`src/rtl/stopwatch_pkg.sv`:
```
// rtl/stopwatch_pkg.sv - shared types and digit constants for the stopwatch core
package stopwatch_pkg;

  localparam int DIGIT_W      = 4;
  localparam int NUM_DIGITS   = 5;
  localparam int BCD_MAX      = 9;
  localparam int SEC_TENS_MAX = 5;

  typedef enum logic [1:0] {
    ST_IDLE  = 2'd0,
    ST_RUN   = 2'd1,
    ST_PAUSE = 2'd2,
    ST_LAP   = 2'd3
  } state_e;

  function automatic logic is_counting(input state_e st);
    return (st == ST_RUN) || (st == ST_LAP);
  endfunction

endpackage

```
`src/rtl/bcd_digit_counter.sv`:
```
// rtl/bcd_digit_counter.sv - one BCD digit with wrap at MAX and combinational carry out
module bcd_digit_counter
  import stopwatch_pkg::*;
#(
  parameter int MAX = BCD_MAX
) (
  input  logic               clk,
  input  logic               rst_n,
  input  logic               en,
  input  logic               clr,
  output logic [DIGIT_W-1:0] digit,
  output logic               carry
);

  localparam logic [DIGIT_W-1:0] MAX_D = DIGIT_W'(MAX);

  logic [DIGIT_W-1:0] digit_q;
  logic [DIGIT_W-1:0] digit_d;

  // Carry is qualified by en so the next digit only advances on a counted tick.
  assign carry = en && (digit_q == MAX_D);
  assign digit = digit_q;

  always_comb begin
    digit_d = digit_q;
    if (clr) begin
      digit_d = '0;
    end else if (en) begin
      digit_d = carry ? '0 : digit_q + DIGIT_W'(1);
    end
  end

  always_ff @(posedge clk or negedge rst_n) begin
    if (!rst_n) begin
      digit_q <= '0;
    end else begin
      digit_q <= digit_d;
    end
  end

endmodule

```
`src/rtl/stopwatch_core.sv`:
```
// rtl/stopwatch_core.sv - MM:SS.t stopwatch: run/pause/lap FSM, BCD digit chain, display mux
module stopwatch_core
  import stopwatch_pkg::*;
#(
  parameter int MIN_TENS_MAX = 5
) (
  input  logic                          clk,
  input  logic                          rst_n,
  input  logic                          tick,
  input  logic                          start_stop,
  input  logic                          clear,
  input  logic                          lap,
  output logic [NUM_DIGITS*DIGIT_W-1:0] disp_bcd,
  output logic                          running,
  output logic                          lap_active,
  output logic                          rollover
);

  localparam int BUS_W = NUM_DIGITS * DIGIT_W;

  state_e           state_q;
  state_e           state_d;
  logic [BUS_W-1:0] lap_q;
  logic [BUS_W-1:0] lap_d;
  logic             rollover_q;

  logic [DIGIT_W-1:0] tenths, sec_ones, sec_tens, min_ones, min_tens;
  logic               c_tenths, c_sec_ones, c_sec_tens, c_min_ones, c_min_tens;
  logic               count_en;
  logic [BUS_W-1:0]   live_count;

  // Counting follows the pre-edge state, so a start coincident with a tick is not counted.
  assign count_en   = tick && is_counting(state_q) && !clear;
  assign live_count = {min_tens, min_ones, sec_tens, sec_ones, tenths};

  bcd_digit_counter #(.MAX(BCD_MAX)) u_tenths (
    .clk(clk), .rst_n(rst_n), .en(count_en), .clr(clear),
    .digit(tenths), .carry(c_tenths)
  );

  bcd_digit_counter #(.MAX(BCD_MAX)) u_sec_ones (
    .clk(clk), .rst_n(rst_n), .en(c_tenths), .clr(clear),
    .digit(sec_ones), .carry(c_sec_ones)
  );

  bcd_digit_counter #(.MAX(SEC_TENS_MAX)) u_sec_tens (
    .clk(clk), .rst_n(rst_n), .en(c_sec_ones), .clr(clear),
    .digit(sec_tens), .carry(c_sec_tens)
  );

  bcd_digit_counter #(.MAX(BCD_MAX)) u_min_ones (
    .clk(clk), .rst_n(rst_n), .en(c_sec_tens), .clr(clear),
    .digit(min_ones), .carry(c_min_ones)
  );

  bcd_digit_counter #(.MAX(MIN_TENS_MAX)) u_min_tens (
    .clk(clk), .rst_n(rst_n), .en(c_min_ones), .clr(clear),
    .digit(min_tens), .carry(c_min_tens)
  );

  always_comb begin
    state_d = state_q;
    lap_d   = lap_q;
    if (clear) begin
      state_d = ST_IDLE;
      lap_d   = '0;
    end else if (start_stop) begin
      case (state_q)
        ST_IDLE, ST_PAUSE: state_d = ST_RUN;
        ST_RUN, ST_LAP:    state_d = ST_PAUSE;
        default:           state_d = ST_IDLE;
      endcase
    end else if (lap) begin
      // Lap captures the registered count, i.e. the value before any same-cycle tick.
      if (state_q == ST_RUN) begin
        state_d = ST_LAP;
        lap_d   = live_count;
      end else if (state_q == ST_LAP) begin
        state_d = ST_RUN;
      end
    end
  end

  always_ff @(posedge clk or negedge rst_n) begin
    if (!rst_n) begin
      state_q    <= ST_IDLE;
      lap_q      <= '0;
      rollover_q <= 1'b0;
    end else begin
      state_q    <= state_d;
      lap_q      <= lap_d;
      rollover_q <= c_min_tens;
    end
  end

  assign disp_bcd   = (state_q == ST_LAP) ? lap_q : live_count;
  assign running    = is_counting(state_q);
  assign lap_active = (state_q == ST_LAP);
  assign rollover   = rollover_q;

endmodule

```
`config.mk`:
```
export PLATFORM = sky130hd
export DESIGN_NAME = stopwatch_core
export DESIGN_NICKNAME = d
export VERILOG_FILES = /design/src/rtl/stopwatch_pkg.sv /design/src/rtl/bcd_digit_counter.sv /design/src/rtl/stopwatch_core.sv
export SDC_FILE = /design/constraint.sdc
export NUM_CORES = 1
export LEC_CHECK = 0
export CAP_MARGIN = 10
export CORE_UTILIZATION = 50
export CTS_CLUSTER_DIAMETER = 50
export CTS_CLUSTER_SIZE = 30
export DETAILED_ROUTE_END_ITERATION = 8
export PLACE_DENSITY = 0.76
export SLEW_MARGIN = 10
export SYNTH_ARGS = -nofsm -noshare
export SYNTH_HDL_FRONTEND = slang
export SYNTH_SLANG_ARGS = --single-unit
```
`constraint.sdc`:
```
create_clock -name clk -period 1.85 [get_ports clk]
set_clock_uncertainty 0.2 [all_clocks]
set_input_delay 0.2775 -clock clk [delete_from_list [all_inputs] [get_ports clk]]
set_output_delay 0.2775 -clock clk [all_outputs]
set_load 0.02 [all_outputs]
```
== Word level (Yosys, flattened, before mapping) ==
Index checks and enable logic that the tools add are counted.
Widths: inputs -> output; s select.
Word-level totals
  bits of input ports: 6
  register bits: 43
  logic and storage cells: 71
Cells by class
  equality and inequality tests: 9
  $add $sub $neg: 5
  reduce and logical (&&, ||, !) cells: 23
  muxes and demuxes: 26
Operators with widths (count)
  $mux 20: 5
  $mux 4: 15
  $add 4x1->4 const B: 5
  $reduce_bool 2->1: 7
  $eq 4x4->1 const B: 3
  $mux 2: 5
  $eq 4x3->1 const B: 2
  $logic_and 1x1->1: 7
  $eq 2x2->1 const B: 2
  $pmux 2 s2: 1
  $reduce_bool 4->1: 1
  $reduce_or 2->1: 2
  $reduce_and 3->1: 1
  $reduce_bool 3->1: 1
  $eq 2x1->1 const B: 1
  $logic_not 2->1: 1
  $ne 2x1->1 const B: 1
  $reduce_and 2->1: 1
  $logic_not 1->1: 1
  $logic_or 1x1->1: 1

== Depth between registers and ports, before layout ==
Gate-level depths: netlist of run 1.
  depth after elaboration: 12
  gate-level depth with buffers: 7
  gate-level depth less buffers: 6

== Cells and area by module ==
A second synthesis of run 1 with hierarchy kept.
Unflattened totals
  cells, all modules: 252
  area total of the unflattened synthesis: 2351.0 um^2
Modules (own cells, without submodules)
  stopwatch_core: area an instance 1169.9 um^2, cells each 124, seq. area each 575.6 um^2, times used 1
  bcd_digit_counter at u_min_ones ...: area an instance 237.7 um^2, cells each 26, seq. area each 100.1 um^2, times used 3
  bcd_digit_counter at u_min_tens ...: area an instance 234.0 um^2, cells each 25, seq. area each 100.1 um^2, times used 2

== Worst setup path after synthesis of run 1 ==
OpenSTA, ideal clock, no wires.
  path kind: reg-to-output
  start: reg state_q[0]
  end: out disp_bcd[13]
  arrival: 1469 ps
  buffers on the path: 1
  data required time: 1372 ps
  setup slack: -96 ps
  stages on the path, launching flop included: 5
  path through: dfrtp_1 nand2_1 inv_1 clkbuf_1 o21ai_0
Between the ends
  word-level cells in the longest chain between the ends: 2
Ends and longest elaborated chain
  start, declared: RTL line stopwatch_core.sv:21  | state_e state_q;
  start signal, assigned: RTL line stopwatch_core.sv:90  | state_q <= state_d;
  $eq 2x2->1
  net lap_active: RTL line stopwatch_core.sv:15  | output logic lap_active,
  $mux 20: RTL line stopwatch_core.sv:96  | assign disp_bcd = (state_q == ST_LAP) ? lap_q : live_count;
  end, declared: RTL line stopwatch_core.sv:13  | output logic [NUM_DIGITS*DIGIT_W-1:0] disp_bcd,
The timed path passes the listed nets, and every way through them passes these cells.

== Final worst setup path of run 1 ==
  start: reg state_q[1]
  end: out disp_bcd[7]
Between the ends
  word-level cells in the longest chain between the ends: 2
Ends and longest elaborated chain (RTL line)
  $eq 2x2->1: stopwatch_core.sv:96
  $mux 20: stopwatch_core.sv:96
No other way between the ends.

==> results.json, run 1 <==
{
  "synth_fp_nets": 275,
  "rsz0062_at_grt": "yes",
  "violations": "design-rule violations, negative setup slack",
  "worst_setup_path_end_kind": "output pin",
  "grt_use_total_pct": 26.4,
  "post-route-min-period_ns": 1.96,
  "drt_iter0_markers": 207,
  "power_mw": 1.72,
  "ioPinCount": 29,
  "maxCapViolCount": 0,
  "cts_root_buf": "clkbuf_8",
  "place.port_buffers": 28,
  "fmax_ghz": 0.511,
  "grt_max_degree": 27,
  "via_count": 2105,
  "async_reset_ff_share_pct": 100,
  "synthTopCellsByArea": "dfrtp_1, nand2_1, mux2_2, a21oi_1, ha_1",
  "yosysWarnings": 0,
  "p_leak_nw": 1.58,
  "synth_area_leader_cell": "dfrtp_1",
  "ys_seq_area_share_pct": 45.9,
  "cp-start-kind": "flop",
  "num_antenna_cells": 0,
  "synth_cell_types": 39,
  "crit_arrival_ns": 1.48,
  "cts_buffers": 5,
  "post-route-period-util_pct": 106,
  "cp.required_ns": 1.37,
  "setup_viol": 20,
  "tightest_slew_ns": 0.471,
  "cts_sinks": 43,
  "p_per_area_nw_per_um2": 528,
  "met1_usage_pct": 33.0,
  "vias_per_cell": 5.58,
  "path_clk_slew_ns": 0.08,
  "hold_violations": 0,
  "syn_area_per_cell_um2": 9.05,
  "ant_nets": 0,
  "dp_cells": 363,
  "worst-setup-path-type": "reg2out",
  "antenna_found_initial": 0,
  "cts_buffer_depth": 2,
  "grt_pass1_wl_um": 9990,
  "avgRoutedWirePerCell_um": 15.8,
  "coreArea_um2": 4440,
  "ys.flop_type": "dfrtp_1",
  "postPlaceCellArea_um2": 2960,
  "place_congestion": 0.836,
  "area_growth_pct": 39.1,
  "synthCells": 259,
  "outcome": "finished with violations",
  "multi_input_comb_area_um2": 1320,
  "cts_tree": "done",
  "seqCellArea_um2": 1080,
  "slew_violations": 0,
  "num-fill-cells": 318,
  "gr-usage-met2_pct": 43.0,
  "stdcell_area_um2": 3260,
  "drt_pass1_iterations": 6,
  "grt-ovfl-total": 0,
  "ctsHtreeMaxLevel": 2,
  "post-synth-top-area-fraction_pct": 45.9,
  "use_met3_pct": 6.20,
  "hold_class": "in2async",
  "insertion_delay_ns": 0.30,
  "wl_um": 5950,
  "final_util_pct": 73.4,
  "first_global_vias": 2158,
  "synth-seq-cells": 43,
  "whs_ns": 0.263,
  "crit_fanout": 7,
  "maxSlewHeadroom_pct": 68.6,
  "layout.nets": 340,
  "die_h_um": 70.5,
  "synth_area_um2": 2340,
  "synth_edf_count": 0,
  "dp_hpwl_um": 3910,
  "die_width_um": 70.5,
  "drc": 4,
  "initial_utilization_pct": 52.8,
  "drive_above_1_share_pct": 33.8,
  "peakVddDrop_uv": 449,
  "die_area_um2": 4970,
  "rows": 24,
  "layoutNonFillerInstCount": 377,
  "fin_ws_ns": -0.108,
  "grt.busiest_layer": "met2"
}
## stage by stage
step           worst slack [ns]  TNS [ns]
6_report                 -0.108     -1.29
3_3_place_gp             -0.219     -5.02
5_1_grt                  -0.155     -2.51
3_5_place_dp             -0.229     -5.93
4_1_cts                  -0.141     -1.28
2_1_floorplan           -0.0456   -0.0920
## cell families (layout without fill, tap and decap cells)
family / after synthesis / in the layout / synth area share, %
muxes: 18 / 18 / 8.59
AOI/OAI and AO/OA: 50 / 50 / 12.0
buffers and inverters: 23 / 89 / 3.95
adders and majority gates: 10 / 10 / 5.34
and+or+nand+nor: 112 / 112 / 23.2
DFF: 43 / 43 / 45.9
xor gates and xnor gates: 3 / 3 / 1.12
## worst paths after layout
kind,from,end,slack (ns),cells after the start
worst max-delay path,state_q[1]$_DFFE_PN0P_,disp_bcd[7],-0.11,5
worst min-delay path,rst_n,lap_q[8]$_DFFE_PN0P_,0.26,2
worst max register to register,u_tenths.digit[1]$_DFFE_PN0P_,u_sec_tens.digit[0]$_DFFE_PN0P_,0.02,6
worst min register to register,lap_q[16]$_DFFE_PN0P_,lap_q[16]$_DFFE_PN0P_,0.33,2
max in group asynchronous,rst_n,lap_q[17]$_DFFE_PN0P_,0.69,3
min in group clk,lap_q[16]$_DFFE_PN0P_,lap_q[16]$_DFFE_PN0P_,0.33,2
## power by group
group	switching, mW	internal (mW)
Sequential	0.00609	0.945
Clock	0.329	0.266
Combinational	0.102	0.0747
## synthesized netlist by cell type, drive strengths merged (2+ instances only)
cell	count
nand2	56
dfrtp	43
a21oi	29
mux2	17
nor2	16
o21ai	12
clkbuf	11
ha	10
nand3	9
inv	8
nor3	5
nor4	4
and3	3
buf	3
nor2b	3
or3	3
and2	2
and3b	2
nand3b	2
o211ai	2
xnor2	2
## state kept, by name, summed over array words and instances (netlist names)
signal            cells
lap_q                20
u_min_tens.digit      4
u_min_ones.digit      4
state_q               2
u_sec_tens.digit      4
u_tenths.digit        4
u_sec_ones.digit      4
rollover              1
## repair_timing
item                                    in CTS  in global routing
endpoints found under the setup margin      27                 33
gates cloned                                 1                  0
endpoints found under the hold margin       18                  0
setup buffers                                3                  2
resized for setup                          139                 25
pin swaps                                    4                  3
hold buffers                                 1                  0
## layer usage
metal  wire length [µm]  vias up
met5                  0        -
met4                144        0
met1               2720     1028
met2               2910       37
li1                   -     1027
met3                176       13
## worst max-delay path, cell delays in order (launching register included)
cell,delay (ns)
dfrtp_1,0.41
nand2_4,0.10
buf_12,0.11
buf_16,0.13
mux2_4,0.31
buf_6,0.13
## cells in the final DEF, fill, tap and decap left out, types with 3 or more instances in the layout
cell,instances
nor2b_1,3
nand3_1,8
nor2_1,16
buf_4,40
a21oi_1,28
inv_1,5
mux2_2,3
o21ai_0,5
nand2_1,53
buf_6,19
clkbuf_8,5
nor4_1,3
mux2_4,14
ha_1,8
inv_2,3
clkdlybuf4s50_1,5
buf_12,3
dfrtp_1,43
o21ai_1,6
nor3_1,4
## final cells by class
| cell class | count | area share, % |
|---|---|---|
| multi-input cells | 193 | 40.6 |
| flip-flops and latches | 43 | 33.0 |
| repair buffers | 72 | 20.9 |
| clock buffers | 7 | 2.34 |
| well taps | 52 | 2.00 |
| inverters | 9 | 1.04 |
| clock inverters | 1 | 0.153 |
Note: power is estimated with default switching activity, not from simulation.
==> run 2, diff against run 1 <==
--- a/config.mk
+++ b/config.mk
@@ -10,8 +10,8 @@
 export CTS_CLUSTER_DIAMETER = 50
 export CTS_CLUSTER_SIZE = 30
 export DETAILED_ROUTE_END_ITERATION = 8
-export PLACE_DENSITY = 0.76
-export SLEW_MARGIN = 10
+export PLACE_DENSITY_LB_ADDON = 0.1
+export SLEW_MARGIN = 20
 export SYNTH_ARGS = -nofsm -noshare
 export SYNTH_HDL_FRONTEND = slang
 export SYNTH_SLANG_ARGS = --single-unit
==> run 2 against run 1 <==
Against the previous run: the flow still finishes with violations (design-rule violations, negative setup slack); via count up 1.2%; final area up 0.46%; combinational power down 3%; critical path depth down 1; maximum frequency up 3.1%; clock-buffer cell count down 1; core utilization up 0.34 points; hold slack worse by 0.030 ns.
==> results.json, run 2 (synthesis results as in run 1) <==
{
  "outcome": "finished with violations",
  "die_h_um": 70.5,
  "pwr-share-comb_pct": 10.2,
  "crit_path_top_delay_cell": "dfrtp_1",
  "drive_above_1_share_pct": 35.5,
  "top_register": "lap_q",
  "drt_pass1_iterations": 6,
  "p_leak_nw": 1.59,
  "vias_per_cell": 5.62,
  "grt_pass1_wl_um": 9710,
  "ant_nets": 0,
  "hold_class": "in2async",
  "rows": 24,
  "clkPwrFrac_pct": 33.1,
  "violations": "design-rule violations, negative setup slack",
  "die_area_um2": 4970,
  "place.port_buffers": 28,
  "slew_violations": 0,
  "ctsHtreeMaxLevel": 2,
  "critPathMaxStageDelay_ns": 0.41,
  "pwr-share-seq_pct": 56.8,
  "worst_setup_path_end_kind": "output pin",
  "fin_ws_ns": -0.0496,
  "cts_tree": "done",
  "drt_iter0_markers": 142,
  "path_clk_slew_ns": 0.07,
  "cp-start-kind": "flop",
  "place_ws_ns": -0.322,
  "rsz0062_at_grt": "yes",
  "num_antenna_cells": 0,
  "maxCapViolCount": 0,
  "via_count": 2131,
  "coreArea_um2": 4440,
  "tightest_slew_ns": 0.412,
  "cts_buffer_depth": 2,
  "worst-setup-path-type": "reg2out",
  "post-route-period-util_pct": 103,
  "grt_use_total_pct": 25.6,
  "first_global_vias": 2049,
  "crit_arrival_ns": 1.42,
  "post-route-min-period_ns": 1.90,
  "ioPinCount": 29,
  "grt_max_degree": 29,
  "hold_violations": 0,
  "dp_hpwl_um": 4100,
  "die_width_um": 70.5,
  "layout_common_cells": "nand2_1, dfrtp_1, buf_4",
  "p_switching_uw": 409,
  "antenna_found_initial": 0,
  "maxSlewHeadroom_pct": 72.5,
  "p_per_area_nw_per_um2": 511,
  "cts_root_buf": "clkbuf_8",
  "fmax_ghz": 0.526,
  "setup_viol": 14,
  "switching_share_pct": 24.4,
  "avgRoutedWirePerCell_um": 15.7,
  "layout_commonest_cell": "nand2_1",
  "place_congestion": 0.868,
  "power.internal_mw": 1.27,
  "crit_path_cell_trace": "nand2_4 > buf_8 > mux2_4 > buf_6",
  "cts_buffers": 5,
  "initial_utilization_pct": 52.8,
  "crit_fanout": 7,
  "peakVddDrop_uv": 483,
  "wl_um": 5970,
  "drc": 9,
  "area_growth_pct": 39.7,
  "num-fill-cells": 327,
  "cts_sinks": 43,
  "layout.nets": 344,
  "whs_ns": 0.233,
  "insertion_delay_ns": 0.30,
  "grt-ovfl-total": 0,
  "largest_reg_flops": 20,
  "cp.required_ns": 1.37
}
[run 2: cell types whose count changed in the layout (fill, tap and decap cells not counted), sizes merged]
cell	change
buf	+4
clkbuf	-2
clkdlybuf4s15	+1
clkinv	-1
[run 2: timing repair]
item | 4_1_cts | 5_1_grt
setup endpoints to repair | 33 | 37
setup buffers | 3 | 1
hold buffers | 1 | 0
resized for setup | 139 | 28
cloned | 0 | 0
pin swaps | 7 | 6
hold endpoints to repair | 15 | 0
[run 2: metal layers]
layer,global-route usage [%],routed length [µm],up-vias,part of all wire [%]
met5,0,0,-,0
met4,9.75,98,0,1.6
met3,5.05,189,9,3.2
met2,42.9,2990,41,50
met1,32.5,2690,1055,45
li1,-,-,1026,-
[run 2: stage by stage]
| step | power (mW) | utilization, % | std cells | area [µm²] | TNS, ns |
|---|---|---|---|---|---|
| finish | 1.68 | 73.7 | 379 | 3280 | -0.581 |
| global route | 1.74 | 73.7 | 379 | 3280 | -1.30 |
| CTS | 1.69 | 71.3 | 378 | 3170 | -1.20 |
| detailed placement | 1.13 | 67.2 | 368 | 2990 | -6.78 |
| global placement | 1.12 | 67.2 | 368 | 2990 | -6.09 |
| floorplan | 1.03 | - | 259 | 2360 | -0.0920 |
[run 2: critical path, delay by kind of cell (launching register included)]
family / cells / cell delay (ns)
buffers and inverters: 2 / 0.28
flip-flops: 1 / 0.41
multiplexers: 1 / 0.31
AND/OR/NAND/NOR: 1 / 0.11
[run 2: cell type report]
type                       instances  area [µm²]  area share, %
clock buffer                       6        72.6           2.22
inverter                           9        33.8           1.03
multi-input combinational        193        1340           40.9
sequential                        43        1080           32.8
tap                               52        65.1           1.99
timing repair buffer              76         688           21.0
[run 2: path summary, 6_finish.rpt]
path | start | end | slack [ns] | cells after the start
worst max-delay path | state_q[1]$_DFFE_PN0P_ | disp_bcd[11] | -0.05 | 4
worst min-delay path | rst_n | lap_q[5]$_DFFE_PN0P_ | 0.23 | 2
worst max register to register | u_tenths.digit[1]$_DFFE_PN0P_ | u_min_ones.digit[2]$_DFFE_PN0P_ | 0.01 | 7
worst min register to register | lap_q[11]$_DFFE_PN0P_ | lap_q[11]$_DFFE_PN0P_ | 0.32 | 2
max in group asynchronous | rst_n | lap_q[15]$_DFFE_PN0P_ | 0.73 | 3
min in group clk | lap_q[11]$_DFFE_PN0P_ | lap_q[11]$_DFFE_PN0P_ | 0.32 | 2
[run 2: power by group through the flow]
stage                     Clock (mW)  Combinational (mW)  Sequential [mW]
after global placement             0               0.158            0.966
after CTS                      0.576               0.164            0.948
final                          0.554               0.171            0.951
after floorplan                    0              0.0609            0.971
after global routing           0.603               0.186            0.951
after detailed placement           0               0.160            0.967
==> run 3, diff against run 2 <==
--- a/config.mk
+++ b/config.mk
@@ -11,6 +11,7 @@
 export CTS_CLUSTER_SIZE = 30
 export DETAILED_ROUTE_END_ITERATION = 8
 export PLACE_DENSITY_LB_ADDON = 0.1
+export SKIP_CTS_REPAIR_TIMING = 1
 export SLEW_MARGIN = 20
 export SYNTH_ARGS = -nofsm -noshare
 export SYNTH_HDL_FRONTEND = slang
==> run 3 against run 2 <==
Against the previous run: total power up 0.16%; hold slack got worse by 0.0024 ns; global-route usage down 0.81 points; sequential cell count unchanged; final area is 1.1% lower; largest cell class unchanged; critical endpoint unchanged; the flow still finishes with violations (design-rule violations, negative setup slack); first-iteration DRC count is 1.4% higher.
==> results.json, run 3 (synthesis results as in run 1) <==
{
  "outcome": "finished with violations",
  "violations": "design-rule violations, negative setup slack",
  "clkPwrFrac_pct": 33.4,
  "rows": 24,
  "peakVddDrop_uv": 486,
  "hold_violations": 0,
  "rsz0062_at_grt": "yes",
  "switching_share_pct": 24.6,
  "ioPinCount": 29,
  "ctsHtreeMaxLevel": 2,
  "die_width_um": 70.5,
  "p_switching_uw": 412,
  "vias_per_cell": 5.57,
  "drt_pass1_iterations": 6,
  "area_growth_pct": 38.2,
  "ant_nets": 0,
  "grt_pass1_wl_um": 9440,
  "wl_um": 5760,
  "layoutNonFillerInstCount": 378,
  "cts_buffers": 5,
  "post-route-min-period_ns": 1.93,
  "crit_arrival_ns": 1.45,
  "path_clk_slew_ns": 0.07,
  "final_util_pct": 72.9,
  "slew_violations": 0,
  "critPathMaxStageDelay_ns": 0.40,
  "power_mw": 1.68,
  "insertion_delay_ns": 0.30,
  "maxSlewHeadroom_pct": 72.3,
  "drt_iter0_markers": 144,
  "r2r_end": "u_min_ones.digit[2]$_DFFE_PN0P_",
  "pwr-share-comb_pct": 10.0,
  "cts_root_buf": "clkbuf_8",
  "die_area_um2": 4970,
  "num_antenna_cells": 0,
  "avgRoutedWirePerCell_um": 15.2,
  "postPlaceCellArea_um2": 2990,
  "place.port_buffers": 28,
  "top_register": "lap_q",
  "num-fill-cells": 334,
  "fin_ws_ns": -0.0765,
  "r2r_cells": 7,
  "stdcell_area_um2": 3240,
  "hold_class": "in2async",
  "worst_setup_path_end_kind": "output pin",
  "layout.nets": 343,
  "cts_buffer_depth": 2,
  "dp_hpwl_um": 4100,
  "initial_utilization_pct": 52.8,
  "place_ws_ns": -0.322,
  "drc": 8,
  "layout_common_cells": "nand2_1, dfrtp_1, buf_4",
  "p_leak_nw": 1.58,
  "maxCapViolCount": 0,
  "fmax_ghz": 0.519,
  "coreArea_um2": 4440,
  "drive_above_1_share_pct": 34.4,
  "first_global_vias": 2023,
  "crit_path_top_delay_cell": "dfrtp_1",
  "layout_commonest_cell": "nand2_1",
  "die_h_um": 70.5,
  "cts_tree": "done",
  "r2r_slack_ns": 0.04,
  "grt-ovfl-total": 0,
  "setup_viol": 18,
  "crit_path_cell_trace": "nand2_2 > buf_8 > mux2_4 > buf_6",
  "cp-start-kind": "flop",
  "via_count": 2106,
  "antenna_found_initial": 0,
  "cp.required_ns": 1.37,
  "tightest_slew_ns": 0.415,
  "largest_reg_flops": 20,
  "power.internal_mw": 1.27,
  "worst-setup-path-type": "reg2out",
  "place_congestion": 0.868,
  "critical-path-top-delay-family": "flip-flops",
  "r2r_start": "u_tenths.digit[1]$_DFFE_PN0P_",
  "grt_max_degree": 29,
  "pwr-share-seq_pct": 56.6,
  "critPathBufInv": 2,
  "dp_cells": 368,
  "post-route-period-util_pct": 104,
  "cts_sinks": 43,
  "grt_use_total_pct": 24.8,
  "p_per_area_nw_per_um2": 518,
  "crit_fanout": 7
}
-- run 3: area by class of cell --
class	instances	area [µm²]	area share, %
Tap cell	52	65.1	2.01
Multi-Input combinational cell	193	1320	40.8
Sequential cell	43	1080	33.2
Clock buffer	6	72.6	2.24
Timing Repair Buffer	75	672	20.7
Inverter	9	33.8	1.04
-- run 3: routing by layer --
metal  GRT usage (%)  vias to the layer above  wire length (µm)
met2            40.3                       39              2790
met1            32.1                     1027              2650
met5               0                        -                 0
li1                -                     1028                 -
met3            5.19                       12               182
met4            10.2                        0               133
-- run 3: worst register-to-register path, stage by stage, from the launching register on --
cell and delay (ns):
dfrtp_1 0.39, inv_2 0.08, ha_4 0.13, and4bb_4 0.28, nand4_4 0.13, buf_6 0.16, o211a_1 0.20, a21o_1 0.15
-- run 3: worst max-delay path by stage --
stage	depth (start not counted)	to	slack (ns)	start
final	4	disp_bcd[11]	-0.08	state_q[0]$_DFFE_PN0P_
after global routing	6	disp_bcd[1]	-0.12	state_q[0]$_DFFE_PN0P_
after CTS	4	disp_bcd[10]	-0.54	state_q[0]$_DFFE_PN0P_
after detailed placement	5	u_sec_tens.digit[3]$_DFFE_PN0P_	-0.32	clear
after global placement	5	u_min_tens.digit[2]$_DFFE_PN0P_	-0.22	clear
after floorplan	4	disp_bcd[13]	-0.05	state_q[0]$_DFFE_PN0P_
-- run 3: stage by stage --
| stage | setup TNS (ns) | hold WS [ns] |
|---|---|---|
| after detailed placement | -6.78 | 0.0271 |
| after floorplan | -0.0920 | -0.218 |
| final | -1.09 | 0.231 |
| after global placement | -6.09 | 0.0248 |
| after global routing | -2.09 | 0.275 |
| after CTS | -11.11 | -0.293 |
-- run 3: power groups by stage --
stage                     sequential (mW)  combinational, mW  clock, mW
after CTS                           0.948              0.160      0.576
after global routing                0.950              0.183      0.606
after detailed placement            0.967              0.160          0
final                               0.949              0.168      0.561
after global placement              0.966              0.158          0
after floorplan                     0.971             0.0609          0
==> variant, RTL diff (settings of run 3) <==
Set the package constant `DIGIT_W` to 3 (it was 4).
--- a/src/rtl/stopwatch_pkg.sv
+++ b/src/rtl/stopwatch_pkg.sv
@@ -1,7 +1,7 @@
 // rtl/stopwatch_pkg.sv - shared types and digit constants for the stopwatch core
 package stopwatch_pkg;
 
-  localparam int DIGIT_W      = 4;
+  localparam int DIGIT_W      = 3;
   localparam int NUM_DIGITS   = 5;
   localparam int BCD_MAX      = 9;
   localparam int SEC_TENS_MAX = 5;
Ports: changed (resized disp_bcd); port bits go from 29 to 24. The function was not compared with the original's and may differ.
==> variant against run 3 <==
  * The flow finishes with violations (setup timing)
  * Critical path depth increased by 2
  * Sequential cell count is 10 lower
  * Routed wire length fell by 8.4%
  * Setup slack better by 0.012 ns
  * Power is 13% lower
  * Synthesized area shrank 20%
  * Cell count down 20%
  * Non-clock buffer count decreased by 17
  * Cell area decreased by 19%
  * Clock power decreased by 3%
  * Largest cell class unchanged
==> variant: results (changes against run 3) <==
Final GP Congestion: 0.821 (-5.3%)
PortBufs: 23 (-18%)
Met3 global-route usage: 5.43% (+0.24 points)
Share of layout cells above drive strength 1: 34.0% (-0.37 points)
Pwr dens: 552 nW/um2 (+6.6%)
Met1 Use GR: 34.7% (+2.6 points)
Outcome: finished with violations
Wire length on met3: 213 um (+17%)
Largest net degree at the start of global routing: 34 (+17%)
Post-Place Setup Slack: -0.146 ns (+0.176 ns)
Synth area leaders: dfrtp_1 (44%), nand2_1 (7.8%), mux2_2 (7.2%)
Max Fclk: 0.522 GHz (+0.62%)
Slew HR: 71.5% (-0.85 points)
Initial antenna violation count: 0 (unchanged)
Top layer in use: met4
LEAKAGE: 0.00125 uW (-21%)
Sequential share of the synthesized area: 44.0% (-1.9 points)
Power in the clock group: 542 uW (-3%)
Dpl hpwl: 3.53 mm (-14%)
Setup slack after layout: -0.0646 ns (+0.0118 ns)
Met2 global-route usage: 46.6% (+6.3 points)
Routed length on met2: 2.79 mm (about the same)
Comb pwr: 178 uW (+6%)
Worst R2R Path Depth: 6 (-1)
NetSw: 391 uW (-5.3%)
WP data arrival: 1.88 ns (+0.43 ns)
Yosys cell types: 31 (-21%)
Fin cells: 302 (-20%)
Slowest cell on crit path: or3b_4
Worst r2r dst: u_sec_ones.digit[0]$_DFFE_PN0P_
Vias/cell: 5.74 (+2.9%)
Mapped Nets: 218 (-21%)
Drt pass-1 iters: 4 (-2)
Min-delay worst type: in -> async
Placed cell count: 291 (-21%)
Setup slack, reg-to-reg: -0.06 ns (-0.10 ns)
CP delay by family, top: simple AND/OR/NAND/NOR gates
Final setup violation count: 9 (-9)
Placed Instance Area: 2360 um2 (-21%)
CP endpoint kind: flip-flop
DR WL/cell: 17.5 um (+15%)
Max reg flops: 15 (-25%)
Worst-skew pair later-pin latency: 0.29 ns
GRT Overall Usage: 27.5% (+2.7 points)
Syn_area_per_cell: 9.29 um2 (+2.6%)
Worst vdd ir: 472 uV (-2.8%)
Vias in the first global route: 1700 (-16%)
Largest stage delay, worst path: 0.43 ns (+0.03 ns)
Final Net Count: 271 (-21%)
CTS max path bufs: 2 (unchanged)
Hold WS: 0.192 ns (-0.0388 ns)
Violated checks: setup timing
Synth top cells by count: nand2_1 (39), dfrtp_1 (33), a21oi_1 (25), mux2_2 (12), ha_1 (10)
Post-route met1 wirelength: 2.19 mm (-17%)
DRT iter0 DRCs: 112 (-22%)
Worst Path Max Fanout: 6 (-1)
First-pass GRT wire length: 8.29 mm (-12%)
Setup_tns: -0.197 ns (+0.896 ns)
Critical R2R Launch: u_tenths.digit[1]$_DFFE_PN0P_
[variant: cell count changes after synthesis, sizes merged, moves of 3 or more]
cell and delta:
nor2 -11, dfrtp -10, and3 -3, nand4 +3, clkbuf -4, nand4b +3
nor2b +3, nor4 -3, nand2 -17, a21oi -4, mux2 -5, o21ai -3
[variant: cells by family after synthesis]
group / synth area share [%]
AO/OA/AOI/OAI: 12.4
buffers and inverters: 4.47
multiplexers: 8.80
AND/OR/NAND/NOR: 23.2
adder cells (fa/ha/maj): 6.67
XOR/XNOR: 0.467
flip-flops: 44.0
[variant: how the worst max path moves through the flow]
| stage | start | to | slack (ns) | cells past startpoint |
|---|---|---|---|---|
| finish | u_tenths.digit[1]$_DFFE_PN0P_ | u_sec_ones.digit[0]$_DFFE_PN0P_ | -0.06 | 6 |
| global route | u_tenths.digit[1]$_DFFE_PN0P_ | u_sec_ones.digit[0]$_DFFE_PN0P_ | -0.13 | 6 |
| detailed placement | clear | u_min_tens.digit[2]$_DFFE_PN0P_ | -0.15 | 4 |
| global placement | clear | u_min_ones.digit[2]$_DFFE_PN0P_ | -0.12 | 4 |
| floorplan | state_q[1]$_DFFE_PN0P_ | disp_bcd[10] | -0.09 | 5 |
| CTS | state_q[1]$_DFFE_PN0P_ | disp_bcd[8] | -0.46 | 4 |
[variant: worst register-to-register path, delay by kind of cell (launching register included)]
family | cells | cell delay [ns]
AND/OR/NAND/NOR | 1 | 0.43
flip-flops | 1 | 0.39
AO/OA/AOI/OAI | 2 | 0.39
buffers and inverters | 2 | 0.24
adder cells (fa/ha/maj) | 1 | 0.14
[variant: final cells by class]
class	count	area (um2)
flip-flops and latches	33	826
clock inverters	3	17.5
well taps	46	57.6
clock buffers	5	68.8
fillers	275	840
multi-input cells	150	1120
inverters	7	26.3
repair buffers	58	513
